--- src/rtl/synth_pkg.sv ---
// Shared types and note_vol field positions for the voice envelope path.
package synth_pkg;

  typedef enum logic [2:0] {
    IDLE    = 3'd0,
    ATTACK  = 3'd1,
    DECAY   = 3'd2,
    SUSTAIN = 3'd3,
    RELEASE = 3'd4
  } env_state_t;

  localparam int NV_GATE_BIT = 15;
  localparam int NV_NOTE_MSB = 14;
  localparam int NV_NOTE_LSB = 8;
  localparam int NV_VEL_W    = 8;
  localparam int NV_NOTE_W   = NV_NOTE_MSB - NV_NOTE_LSB + 1;

endpackage

--- src/rtl/adsr_envelope_if.sv ---
// note_vol bus between the NIOS PIO side and one voice envelope, plus debug taps.
interface adsr_envelope_if;
  import synth_pkg::*;

  logic [15:0] note_vol_in;
  logic [15:0] note_vol_out;
  logic [15:0] env_level;
  logic        active;
  env_state_t  env_state;

  modport master (output note_vol_in,
                  input  note_vol_out, env_level, active, env_state);
  modport slave  (input  note_vol_in,
                  output note_vol_out, env_level, active, env_state);
endinterface

--- src/rtl/adsr_envelope_sample_tick_sync.sv ---
// Brings LRCLK into the clk domain and emits a one-clk pulse per rising edge.
module sample_tick_sync (
  input  logic clk,
  input  logic rst_n,
  input  logic async_in,
  output logic tick
);
  logic [2:0] sync_q, sync_d;
  logic       tick_q, tick_d;

  always_comb begin
    sync_d = {sync_q[1:0], async_in};
    tick_d = sync_q[1] & ~sync_q[2];
  end

  always_ff @(posedge clk or negedge rst_n) begin
    if (!rst_n) begin
      sync_q <= 3'b000;
      tick_q <= 1'b0;
    end else begin
      sync_q <= sync_d;
      tick_q <= tick_d;
    end
  end

  assign tick = tick_q;
endmodule

--- src/rtl/adsr_envelope.sv ---
// Per-voice ADSR envelope: decodes gate/note/velocity, steps the envelope once per
// audio sample and re-emits note_vol with volume scaled by the envelope.
module adsr_envelope
  import synth_pkg::*;
#(
  parameter logic [15:0] ATTACK_STEP   = 16'h0400,
  parameter logic [15:0] DECAY_STEP    = 16'h0040,
  parameter logic [15:0] SUSTAIN_LEVEL = 16'hA000,
  parameter logic [15:0] RELEASE_STEP  = 16'h0080
) (
  input  logic            clk,
  input  logic            reset_n,
  input  logic            sample_clock,
  adsr_envelope_if.slave  bus
);

  function automatic logic [15:0] sat_add(input logic [15:0] a, input logic [15:0] b);
    logic [16:0] s;
    s = {1'b0, a} + {1'b0, b};
    return s[16] ? 16'hFFFF : s[15:0];
  endfunction

  function automatic logic [15:0] sub_floor(input logic [15:0] a, input logic [15:0] b,
                                            input logic [15:0] floor_v);
    logic [16:0] d;
    d = {1'b0, a} - {1'b0, b};
    return (d[16] || (d[15:0] < floor_v)) ? floor_v : d[15:0];
  endfunction

  function automatic logic [NV_VEL_W-1:0] scale_vol(input logic [NV_VEL_W-1:0] vel,
                                                    input logic [7:0] lvl);
    logic [15:0] p;
    p = 16'(vel) * 16'(lvl);
    return p[15:8];
  endfunction

  logic                 tick;
  logic [15:0]          nv_q, nv_d, nv_prev_q, nv_prev_d;
  logic                 armed_q, armed_d;
  logic                 gate_rise, gate_fall, retrig;
  env_state_t           state_q, state_d;
  logic [15:0]          env_q, env_d;
  logic [NV_NOTE_W-1:0] note_q, note_d;
  logic [NV_VEL_W-1:0]  vel_q, vel_d;
  logic [15:0]          out_q, out_d;
  logic                 active_q, active_d;

  sample_tick_sync u_tick (
    .clk      (clk),
    .rst_n    (reset_n),
    .async_in (sample_clock),
    .tick     (tick)
  );

  // armed only after a low gate has been seen, so a gate held high through reset cannot start a note
  always_comb begin
    nv_d      = bus.note_vol_in;
    nv_prev_d = nv_q;
    armed_d   = armed_q | ~bus.note_vol_in[NV_GATE_BIT];
    gate_rise = armed_q & nv_q[NV_GATE_BIT] & ~nv_prev_q[NV_GATE_BIT];
    gate_fall = armed_q & ~nv_q[NV_GATE_BIT] & nv_prev_q[NV_GATE_BIT];
    retrig    = armed_q & nv_q[NV_GATE_BIT] & nv_prev_q[NV_GATE_BIT] &
                (nv_q[NV_NOTE_MSB:NV_NOTE_LSB] != nv_prev_q[NV_NOTE_MSB:NV_NOTE_LSB]);
  end

  // gate events take priority over the envelope step on the same clk
  always_comb begin
    state_d = state_q;
    env_d   = env_q;
    note_d  = note_q;
    vel_d   = vel_q;
    if (gate_rise || retrig) begin
      state_d = ATTACK;
      note_d  = nv_q[NV_NOTE_MSB:NV_NOTE_LSB];
      vel_d   = nv_q[NV_VEL_W-1:0];
    end else if (gate_fall && (state_q inside {ATTACK, DECAY, SUSTAIN})) begin
      state_d = RELEASE;
    end else if (tick) begin
      case (state_q)
        ATTACK: begin
          env_d = sat_add(env_q, ATTACK_STEP);
          if (env_d == 16'hFFFF) state_d = DECAY;
        end
        DECAY: begin
          env_d = sub_floor(env_q, DECAY_STEP, SUSTAIN_LEVEL);
          if (env_d == SUSTAIN_LEVEL) state_d = SUSTAIN;
        end
        RELEASE: begin
          env_d = sub_floor(env_q, RELEASE_STEP, 16'h0000);
          if (env_d == 16'h0000) state_d = IDLE;
        end
        default: ;
      endcase
    end
    active_d = (state_d != IDLE);
    out_d    = (state_q == IDLE) ? 16'h0000
                                 : {1'b1, note_q, scale_vol(vel_q, env_q[15:8])};
  end

  always_ff @(posedge clk or negedge reset_n) begin
    if (!reset_n) begin
      nv_q      <= 16'h0000;
      nv_prev_q <= 16'h0000;
      armed_q   <= 1'b0;
      state_q   <= IDLE;
      env_q     <= 16'h0000;
      note_q    <= '0;
      vel_q     <= '0;
      out_q     <= 16'h0000;
      active_q  <= 1'b0;
    end else begin
      nv_q      <= nv_d;
      nv_prev_q <= nv_prev_d;
      armed_q   <= armed_d;
      state_q   <= state_d;
      env_q     <= env_d;
      note_q    <= note_d;
      vel_q     <= vel_d;
      out_q     <= out_d;
      active_q  <= active_d;
    end
  end

  assign bus.note_vol_out = out_q;
  assign bus.env_level    = env_q;
  assign bus.active       = active_q;
  assign bus.env_state    = state_q;

endmodule

--- src/flat_wrapper.sv ---
// flat-port wrapper written by rule: the top's interface ports become plain ports
module adsr_envelope_flat import synth_pkg::*;
#(
  parameter logic [15:0] ATTACK_STEP   = 16'h0400,
  parameter logic [15:0] DECAY_STEP    = 16'h0040,
  parameter logic [15:0] SUSTAIN_LEVEL = 16'hA000,
  parameter logic [15:0] RELEASE_STEP  = 16'h0080
)
  (clk, reset_n, sample_clock, bus_note_vol_in, bus_note_vol_out, bus_env_level, bus_active, bus_env_state);
  adsr_envelope_if bus_i ();
  input  logic clk;
  input  logic reset_n;
  input  logic sample_clock;
  input wire logic [$bits(bus_i.note_vol_in)-1:0] bus_note_vol_in;
  output wire logic [$bits(bus_i.note_vol_out)-1:0] bus_note_vol_out;
  output wire logic [$bits(bus_i.env_level)-1:0] bus_env_level;
  output wire logic [$bits(bus_i.active)-1:0] bus_active;
  output wire logic [$bits(bus_i.env_state)-1:0] bus_env_state;
  assign bus_i.note_vol_in = bus_note_vol_in;
  assign bus_note_vol_out = bus_i.note_vol_out;
  assign bus_env_level = bus_i.env_level;
  assign bus_active = bus_i.active;
  assign bus_env_state = bus_i.env_state;
  adsr_envelope #(.ATTACK_STEP(ATTACK_STEP), .DECAY_STEP(DECAY_STEP), .SUSTAIN_LEVEL(SUSTAIN_LEVEL), .RELEASE_STEP(RELEASE_STEP)) u_core (.clk(clk), .reset_n(reset_n), .sample_clock(sample_clock), .bus(bus_i));
endmodule
--- config.mk ---
export PLATFORM = sky130hd
export DESIGN_NAME = adsr_envelope_flat
export DESIGN_NICKNAME = d
export VERILOG_FILES = /design/src/rtl/synth_pkg.sv /design/src/rtl/adsr_envelope_if.sv /design/src/rtl/adsr_envelope_sample_tick_sync.sv /design/src/rtl/adsr_envelope.sv /design/src/flat_wrapper.sv
export SDC_FILE = /design/constraint.sdc
export NUM_CORES = 1
export LEC_CHECK = 0
export CORE_MARGIN = 4
export CORE_UTILIZATION = 50
export CTS_CLUSTER_DIAMETER = 30
export DETAILED_ROUTE_END_ITERATION = 16
export PLACE_DENSITY = 0.77
export SETUP_SLACK_MARGIN = 0.5
export SKIP_CTS_REPAIR_TIMING = 1
export SYNTH_ARGS = -nofsm -noshare
export SYNTH_HDL_FRONTEND = slang
export SYNTH_SLANG_ARGS = --single-unit
--- constraint.sdc ---
create_clock -name clk -period 9.9 [get_ports clk]
set_input_delay 2.97 -clock clk [delete_from_list [all_inputs] [get_ports clk]]
set_output_delay 2.97 -clock clk [all_outputs]
set_load 0.05 [all_outputs]
==> impl_metrics.yaml, run 1 <==
run_status:
  status: "finished, final reports clean"
yosys:
  ys_ff_latch: 80
  synth_ff_type: "dfrtp_1"
  synth_commonest_cells: "nand2_1, dfrtp_1, inv_1, ha_1, fa_1"
  syn-num-nets: 689
  synth-edff-count: 0
  syn_inst: 597
  postSynth.asyncResetShare: 1.000
  yosys_warnings: 0
  synth_cell_types: 67
  yosys.area.top_type_share: 0.3514
  yosys.area.top_type: "dfrtp_1"
  synth_most_common_cell: "nand2_1"
  syn_area_um2: 5697
  seq_area_frac_synth: 0.3514
  synth_area_leaders: "dfrtp_1, fa_1, ha_1, nand2_1, inv_1"
  syn_area_per_cell_um2: 9.542
global_routing:
  antenna_found_initial: 0
  grt_overflow: 0
  grt_pass1_wl_um: 22460
  grt_usage: 0.2165
  grt_pass1_vias: 4601
  grt_max_degree: 81
timing:
  drv_slew: 0
  worst_pin_slew_ns: 1.170
  setup_slack_ns: 4.712
  post-route-min-period_ns: 5.188
  rsz0062_at_grt: "false"
  setup_violations: 0
  relSlewSlack: 0.2158
  finalHoldViolations: 0
  fmax_mhz: 192.7
  tns_ns: 0
  skew_ns: 0.009281
  post-route-period-util: 0.5241
layout:
  layout.nets: 720
  antenna_cells: 0
  fillers: 916
  fin_cells: 773
  final_util: 0.5924
  drive_above_1_share: 0.06319
  synthToLayoutAreaGrowth_pct: 14.21
  stdcell_area_um2: 6506
detailed_routing:
  drt_iter0_drc: 420
  wl_per_cell_um: 17.02
  ant_nets: 0
  vias_per_cell: 5.734
  wl_um: 13160
  via_count: 4432
  drt_pre_antenna_iters: 7
  drc: 0
cts:
  cts_tree: "done"
  clockBufferDepth: 2
  clkSlewWorstSetupHoldPaths_ns: 0.06
  htree_levels: 3
  root_buffer: "clkbuf_16"
  clkLatencyLatePin_ns: 0.35
  cts_made_buffers: 9
  clock-sinks: 80
critical_path:
  slowest_delay_ns: 0.95
  cp-end-kind: "output pin"
  crit_chain: "clkdlybuf4s50_1"
  crit_arrival_ns: 2.22
  start_kind: "register"
  worst-path-stages: 1
  cp-endpoint: "bus_env_level[12]"
  path_buf_inv: 1
  cp.required_ns: 6.93
  worstRegToRegCells: 13
  crit_family: "buffers and inverters"
  crit_type: "reg -> out"
  reg2reg_to: "u_core.bus.note_vol_out[4]$_DFF_PN0_"
  worstSetupStartpoint: "u_core.bus.env_level[12]$_DFFE_PN0P_"
  r2r_start: "u_core.bus.env_level[12]$_DFFE_PN0P_"
  r2r_setup_slack_ns: 4.92
  crit_slowest_cell: "clkdlybuf4s50_1"
  worstPathMaxFanout: 26
floorplan:
  fp.dieArea_um2: 13170
  core_um2: 10980
  die_h_um: 114.7
  ios: 55
  start_util: 0.5187
  rows: 38
  die_x_um: 114.7
worst_hold_path:
  holdCritPathClass: "reg -> reg"
place:
  io_buffers: 54
  dp_cells: 757
  postPlaceCellArea_um2: 6226
  dp_hpwl_um: 9284
  place_congestion: 0.8535
  pre_cts_slack_ns: 4.963
pwr:
  power_density_nw_per_um2: 237.8
  p_leak_nw: 3.065
  ir_worst_vdd_v: 0.0001749
run:
  max_cap_violations: 0
## logic make-up (layout without fill, tap and decap cells)
family / count (synthesis) / count (layout) / synth area share
flip-flops: 80 / 80 / 0.3514
adder cells (fa/ha/maj): 73 / 73 / 0.2065
AO/OA/AOI/OAI: 85 / 85 / 0.1100
multiplexers: 2 / 2 / 0.003734
AND/OR/NAND/NOR: 229 / 229 / 0.2095
XOR/XNOR: 27 / 27 / 0.04151
buffers and inverters: 101 / 137 / 0.07731
## metal layers
metal	share of wire	GRT usage	up-vias	wire length, um
met5	0	0	-	0
met4	0.037	0.1056	0	487
met3	0.058	0.04211	43	765
met2	0.50	0.3558	175	6567
met1	0.41	0.2754	2184	5339
li1	-	-	2030	-
## state kept, by name, summed over array words and instances (netlist names)
signal                   count
u_core.bus.active            1
u_core.vel_q                 8
u_core.note_q                7
u_core.nv_prev_q             8
u_core.bus.env_level        16
u_core.u_tick.tick           1
u_core.armed_q               1
u_core.bus.env_state         3
u_core.bus.note_vol_out     16
u_core.nv_prev_d            16
u_core.u_tick.sync_q         3
## through the flow
| step | total power (W) | hold slack (ns) |
|---|---|---|
| 2_1_floorplan | 0.001030 | 0.3312 |
| 3_3_place_gp | 0.001209 | 0.3364 |
| 3_5_place_dp | 0.001232 | 0.3515 |
| 4_1_cts | 0.001562 | 0.3617 |
| 5_1_grt | 0.001681 | 0.3686 |
| 6_report | 0.001547 | 0.3572 |
## area by class of cell
| type | instances | area [um2] | share of cell area |
|---|---|---|---|
| clock inverter | 6 | 51.30 | 0.007885 |
| tap | 140 | 175.2 | 0.02692 |
| inverter | 67 | 251.5 | 0.03865 |
| sequential | 80 | 2002 | 0.3077 |
| multi-input combinational | 416 | 3259 | 0.5010 |
| timing repair buffer | 54 | 538.0 | 0.08269 |
| clock buffer | 10 | 229.0 | 0.03519 |
## cell usage in the layout (no fill, tap or decap), types with 4 or more instances in the layout
| cell | count |
|---|---|
| a21o_1 | 4 |
| a21oi_1 | 12 |
| a22o_1 | 5 |
| a31oi_1 | 6 |
| and2_1 | 31 |
| and3_1 | 6 |
| clkbuf_16 | 9 |
| clkdlybuf4s50_1 | 53 |
| dfrtp_1 | 80 |
| fa_1 | 35 |
| ha_1 | 38 |
| inv_1 | 66 |
| nand2_1 | 103 |
| nand2b_1 | 5 |
| nand3_1 | 8 |
| nand4_1 | 10 |
| nand4b_1 | 5 |
| nor2_1 | 16 |
| nor2b_1 | 12 |
| nor3_1 | 5 |
| nor3_2 | 4 |
| nor4_1 | 5 |
| o211ai_1 | 4 |
| o211ai_2 | 7 |
| o21ai_0 | 19 |
| o21ai_1 | 4 |
| xnor2_1 | 19 |
| xor2_1 | 8 |
## report_power, final
part	internal, W	switching (W)
clock network	0.000173	0.000145
registers	0.000368	0.000104
logic	0.000309	0.000447
total	0.000851	0.000697
## how the worst min path moves through the flow
stage	start	to	cells after the start
CTS	u_core.u_tick.sync_q[0]$_DFF_PN0_	u_core.u_tick.sync_q[1]$_DFF_PN0_	0
global route	u_core.u_tick.sync_q[0]$_DFF_PN0_	u_core.u_tick.sync_q[1]$_DFF_PN0_	0
global placement	u_core.u_tick.sync_q[0]$_DFF_PN0_	u_core.u_tick.sync_q[1]$_DFF_PN0_	0
floorplan	u_core.u_tick.sync_q[0]$_DFF_PN0_	u_core.u_tick.sync_q[1]$_DFF_PN0_	0
finish	u_core.u_tick.sync_q[0]$_DFF_PN0_	u_core.u_tick.sync_q[1]$_DFF_PN0_	0
detailed placement	u_core.u_tick.sync_q[0]$_DFF_PN0_	u_core.u_tick.sync_q[1]$_DFF_PN0_	0
No activity file was read; power rests on OpenSTA's default activity.
==> run 2: changes to the inputs <==
clock period = 5 ns   (was 9.9 ns; I/O delays follow)
==> impl_metrics.yaml, run 2 (synthesis gave the netlist of run 1 again) <==
critical_path:
  r2r_setup_slack_ns: 0.73
  worstRegToRegCells: 13
  reg2reg_to: "u_core.bus.note_vol_out[4]$_DFF_PN0_"
  crit_type: "reg -> reg"
  r2r_start: "u_core.vel_q[4]$_DFFE_PN0N_"
  worstPathMaxFanout: 9
  cp.required_ns: 5.18
  crit_arrival_ns: 4.45
  slowest_delay_ns: 0.54
  path_buf_inv: 1
  cp-end-kind: "register"
  crit_slowest_cell: "dfrtp_1"
  crit_family: "adder cells"
  crit_chain: "nand2_1 -> fa_1 -> fa_1 -> inv_1 -> fa_1 -> fa_1 -> ha_1 -> a2111oi_2 -> o21a_1 -> o21ai_2 -> a31oi_1 -> xor2_1 -> nor2_1"
  start_kind: "register"
  cp_common_cell: "fa_1"
detailed_routing:
  wl_um: 12990
  ant_nets: 0
  drt_pre_antenna_iters: 4
  wl_per_cell_um: 16.60
  drc: 0
  drt_iter0_drc: 246
  vias_per_cell: 5.624
  via_count: 4398
global_routing:
  grt_pass1_vias: 4629
  grt_pass1_wl_um: 22050
  grt_usage: 0.2107
  antenna_found_initial: 0
  grt_max_degree: 81
  grt_overflow: 0
run:
  max_cap_violations: 0
worst_hold_path:
  hold_end: "u_core.u_tick.sync_q[1]$_DFF_PN0_"
  whs_path_depth: 0
  hold_start: "u_core.u_tick.sync_q[0]$_DFF_PN0_"
  holdCritPathClass: "reg -> reg"
floorplan:
  fp.dieArea_um2: 13170
  rows: 38
  ios: 55
  die_h_um: 114.7
  start_util: 0.5187
  die_x_um: 114.7
  core_um2: 10980
cts:
  clockBufferDepth: 2
  clkSlewWorstSetupHoldPaths_ns: 0.07
  root_buffer: "clkbuf_16"
  htree_levels: 3
  clock-sinks: 80
  clkLatencyLatePin_ns: 0.34
  cts_tree: "done"
  cts_made_buffers: 9
place:
  io_buffers: 54
  dp_hpwl_um: 9307
  place_congestion: 0.8674
  dp_cells: 761
  pre_cts_slack_ns: 0.4744
  postPlaceCellArea_um2: 6269
timing:
  setup_violations: 0
  finalHoldViolations: 0
  fmax_mhz: 234.3
  skew_ns: 0.008825
  drv_slew: 0
  rsz0062_at_grt: "false"
  post-route-period-util: 0.8537
  post-route-min-period_ns: 4.268
  relSlewSlack: 0.2338
  worst_pin_slew_ns: 1.143
  timing.hold.ws_ns: 0.3635
  tns_ns: 0
  setup_slack_ns: 0.7315
layout:
  stdcell_area_um2: 6656
  layout_common_cells: "nand2_1, dfrtp_1, inv_1"
  drive_above_1_share: 0.09190
  synthToLayoutAreaGrowth_pct: 16.85
  layout.nets: 729
  fin_cells: 782
  antenna_cells: 0
  layout_commonest_cell: "nand2_1"
pwr:
  p_leak_nw: 3.143
  power_density_nw_per_um2: 487.8
  ir_worst_vdd_v: 0.0004221
run_status:
  status: "finished, final reports clean"
==> run 2: worst max-delay path by stage <==
stage	depth (start not counted)	end	startpoint
6_report	13	u_core.bus.note_vol_out[4]$_DFF_PN0_	u_core.vel_q[4]$_DFFE_PN0N_
5_1_grt	13	u_core.bus.note_vol_out[6]$_DFF_PN0_	u_core.bus.env_level[15]$_DFFE_PN0P_
4_1_cts	13	u_core.bus.note_vol_out[6]$_DFF_PN0_	u_core.bus.env_level[15]$_DFFE_PN0P_
3_5_place_dp	13	u_core.bus.note_vol_out[6]$_DFF_PN0_	u_core.bus.env_level[15]$_DFFE_PN0P_
3_3_place_gp	13	u_core.bus.note_vol_out[4]$_DFF_PN0_	u_core.bus.env_level[15]$_DFFE_PN0P_
2_1_floorplan	15	u_core.bus.note_vol_out[4]$_DFF_PN0_	u_core.bus.env_level[15]$_DFFE_PN0P_
==> run 2: routing by layer <==
metal,global-route usage,vias up,part of all wire
met3,0.05105,20,0.066
li1,-,2049,-
met1,0.2644,2202,0.41
met2,0.3617,127,0.51
met5,0,-,0
met4,0.06495,0,0.018
==> run 2: final cells by class <==
| type | count | area [um2] |
|---|---|---|
| clock inverter | 7 | 111.4 |
| clock buffer | 9 | 225.2 |
| fill | 894 | 4327 |
| inverter | 67 | 251.5 |
| multi-input combinational | 416 | 3269 |
| tap | 140 | 175.2 |
| sequential | 80 | 2018 |
| timing repair buffer | 63 | 605.6 |
==> run 2: report_power, final <==
group | leakage (nW) | switching [W] | internal [W]
Sequential | 0.969 | 0.000137 | 0.000739
Clock | 0.166 | 0.000294 | 0.000450
Combinational | 2.01 | 0.000986 | 0.000641
Total | 3.14 | 0.00142 | 0.00183
==> run 2: metrics by stage <==
step | util | power, W
after floorplan | - | 0.002061
after global placement | 0.5707 | 0.002441
after detailed placement | 0.5707 | 0.002482
after CTS | 0.6014 | 0.003251
after global routing | 0.6061 | 0.003511
final | 0.6061 | 0.003247
==> run 3: changes to the inputs <==
CORE_UTILIZATION = 51   (was 50)
PLACE_DENSITY = 0.78   (was 0.77)
==> impl_metrics.yaml, run 3 (synthesis gave the netlist of run 1 again) <==
timing:
  relSlewSlack: 0.2611
  timing.hold.ws_ns: 0.3517
  worst_pin_slew_ns: 1.102
  drv_slew: 0
  tns_ns: 0
  post-route-min-period_ns: 4.243
  skew_ns: 0.01387
  post-route-period-util: 0.8486
  rsz0062_at_grt: "false"
  setup_violations: 0
  finalHoldViolations: 0
  fmax_mhz: 235.7
critical_path:
  path_buf_inv: 1
  start_kind: "register"
  cp_common_cell: "fa_1"
  crit_family: "adder cells"
  slowest_delay_ns: 0.57
  worstPathMaxFanout: 14
  crit_slowest_cell: "dfrtp_4"
  crit_chain: "nand2_1 -> fa_1 -> fa_1 -> inv_1 -> fa_1 -> fa_1 -> ha_1 -> a2111oi_2 -> o21a_1 -> o21ai_2 -> a41oi_1 -> xor2_1 -> nor2_1"
  crit_arrival_ns: 4.45
  crit_type: "reg -> reg"
  cp.required_ns: 5.21
  cp-end-kind: "register"
place:
  dp_cells: 761
  place_congestion: 0.9851
  io_buffers: 54
  dp_hpwl_um: 9451
floorplan:
  die_x_um: 113.7
  core_um2: 10890
  start_util: 0.5232
  ios: 55
  fp.dieArea_um2: 12930
  die_h_um: 113.7
  rows: 38
layout:
  layout_common_cells: "nand2_1, dfrtp_1, inv_1"
  synthToLayoutAreaGrowth_pct: 15.48
  fin_cells: 786
  layout_commonest_cell: "nand2_1"
  layout.nets: 734
  fillers: 898
  antenna_cells: 0
  drive_above_1_share: 0.1006
detailed_routing:
  via_count: 4436
  wl_per_cell_um: 16.62
  drc: 0
  drt_pre_antenna_iters: 7
  wl_um: 13060
  vias_per_cell: 5.644
  drt_iter0_drc: 407
  ant_nets: 0
pwr:
  ir_worst_vdd_v: 0.0003789
  p_total_w: 0.003064
  power_density_nw_per_um2: 465.8
  p_leak_nw: 3.109
cts:
  htree_levels: 3
  cts_tree: "done"
  clkLatencyLatePin_ns: 0.37
  root_buffer: "clkbuf_8"
  clock-sinks: 80
  clockBufferDepth: 2
  clkSlewWorstSetupHoldPaths_ns: 0.08
  cts_made_buffers: 9
global_routing:
  use_met1: 0.2770
  grt_usage: 0.2154
  use_met3: 0.04403
  use_met2: 0.3616
  grt.busiest_layer: "met2"
  grt_overflow: 0
  grt_pass1_vias: 4638
  antenna_found_initial: 0
  grt_pass1_wl_um: 22380
  grt_max_degree: 81
run:
  max_cap_violations: 0
run_status:
  status: "finished, final reports clean"
worst_hold_path:
  holdCritPathClass: "reg -> reg"
run 3: final cells by class:
class	count	area (um2)	area share
Clock buffer	10	137.6	0.02092
Clock inverter	5	81.33	0.01236
Multi-Input combinational cell	416	3269	0.4970
Sequential cell	80	2021	0.3072
Timing Repair Buffer	68	643.1	0.09776
Tap cell	140	175.2	0.02663
Inverter	67	251.5	0.03823
run 3: where the power goes:
group	leakage [nW]	switching [W]	internal [W]	total [W]
clock network	0.108	0.000235	0.000292	0.000526
registers	0.967	0.000120	0.000738	0.000858
logic	2.03	0.00102	0.000660	0.00168
run 3: worst reg2reg max path, cell delays in order (launching register included):
cell and delay (ns):
dfrtp_4 0.57, nand2_1 0.12, fa_1 0.45, fa_1 0.55
inv_1 0.06, fa_1 0.50, fa_1 0.50, ha_1 0.26
a2111oi_2 0.28, o21a_1 0.23, o21ai_2 0.12, a41oi_1 0.22
xor2_1 0.17, nor2_1 0.06
run 3: metal layers:
metal,vias to the layer above,routed length (um)
met1,2181,5363
met4,0,263
met5,-,0
met3,27,792
li1,2059,-
met2,169,6641
run 3: stage by stage:
step / setup slack, ns / utilization / cell area, um2
5_1_grt: 0.5266 / 0.6042 / 6579
2_1_floorplan: 0.5160 / - / 5723
6_report: 0.7572 / 0.6042 / 6579
3_5_place_dp: 0.5373 / 0.5757 / 6269
4_1_cts: 0.5021 / 0.5958 / 6487
3_3_place_gp: 0.6199 / 0.5757 / 6269
run 3: worst paths after layout:
path                                                           start                              endpoint  slack (ns)  cells after the start
min in group asynchronous                                    reset_n        u_core.nv_prev_d[13]$_DFF_PN0_        1.30                      1
max in group asynchronous                                    reset_n  u_core.bus.env_level[13]$_DFFE_PN0P_        2.98                      1
worst min register to register     u_core.u_tick.sync_q[0]$_DFF_PN0_     u_core.u_tick.sync_q[1]$_DFF_PN0_        0.35                      0
worst min-delay path               u_core.u_tick.sync_q[0]$_DFF_PN0_     u_core.u_tick.sync_q[1]$_DFF_PN0_        0.35                      0
worst max-delay path            u_core.bus.env_level[14]$_DFFE_PN0P_  u_core.bus.note_vol_out[5]$_DFF_PN0_        0.76                     13
worst max register to register  u_core.bus.env_level[14]$_DFFE_PN0P_  u_core.bus.note_vol_out[5]$_DFF_PN0_        0.76                     13
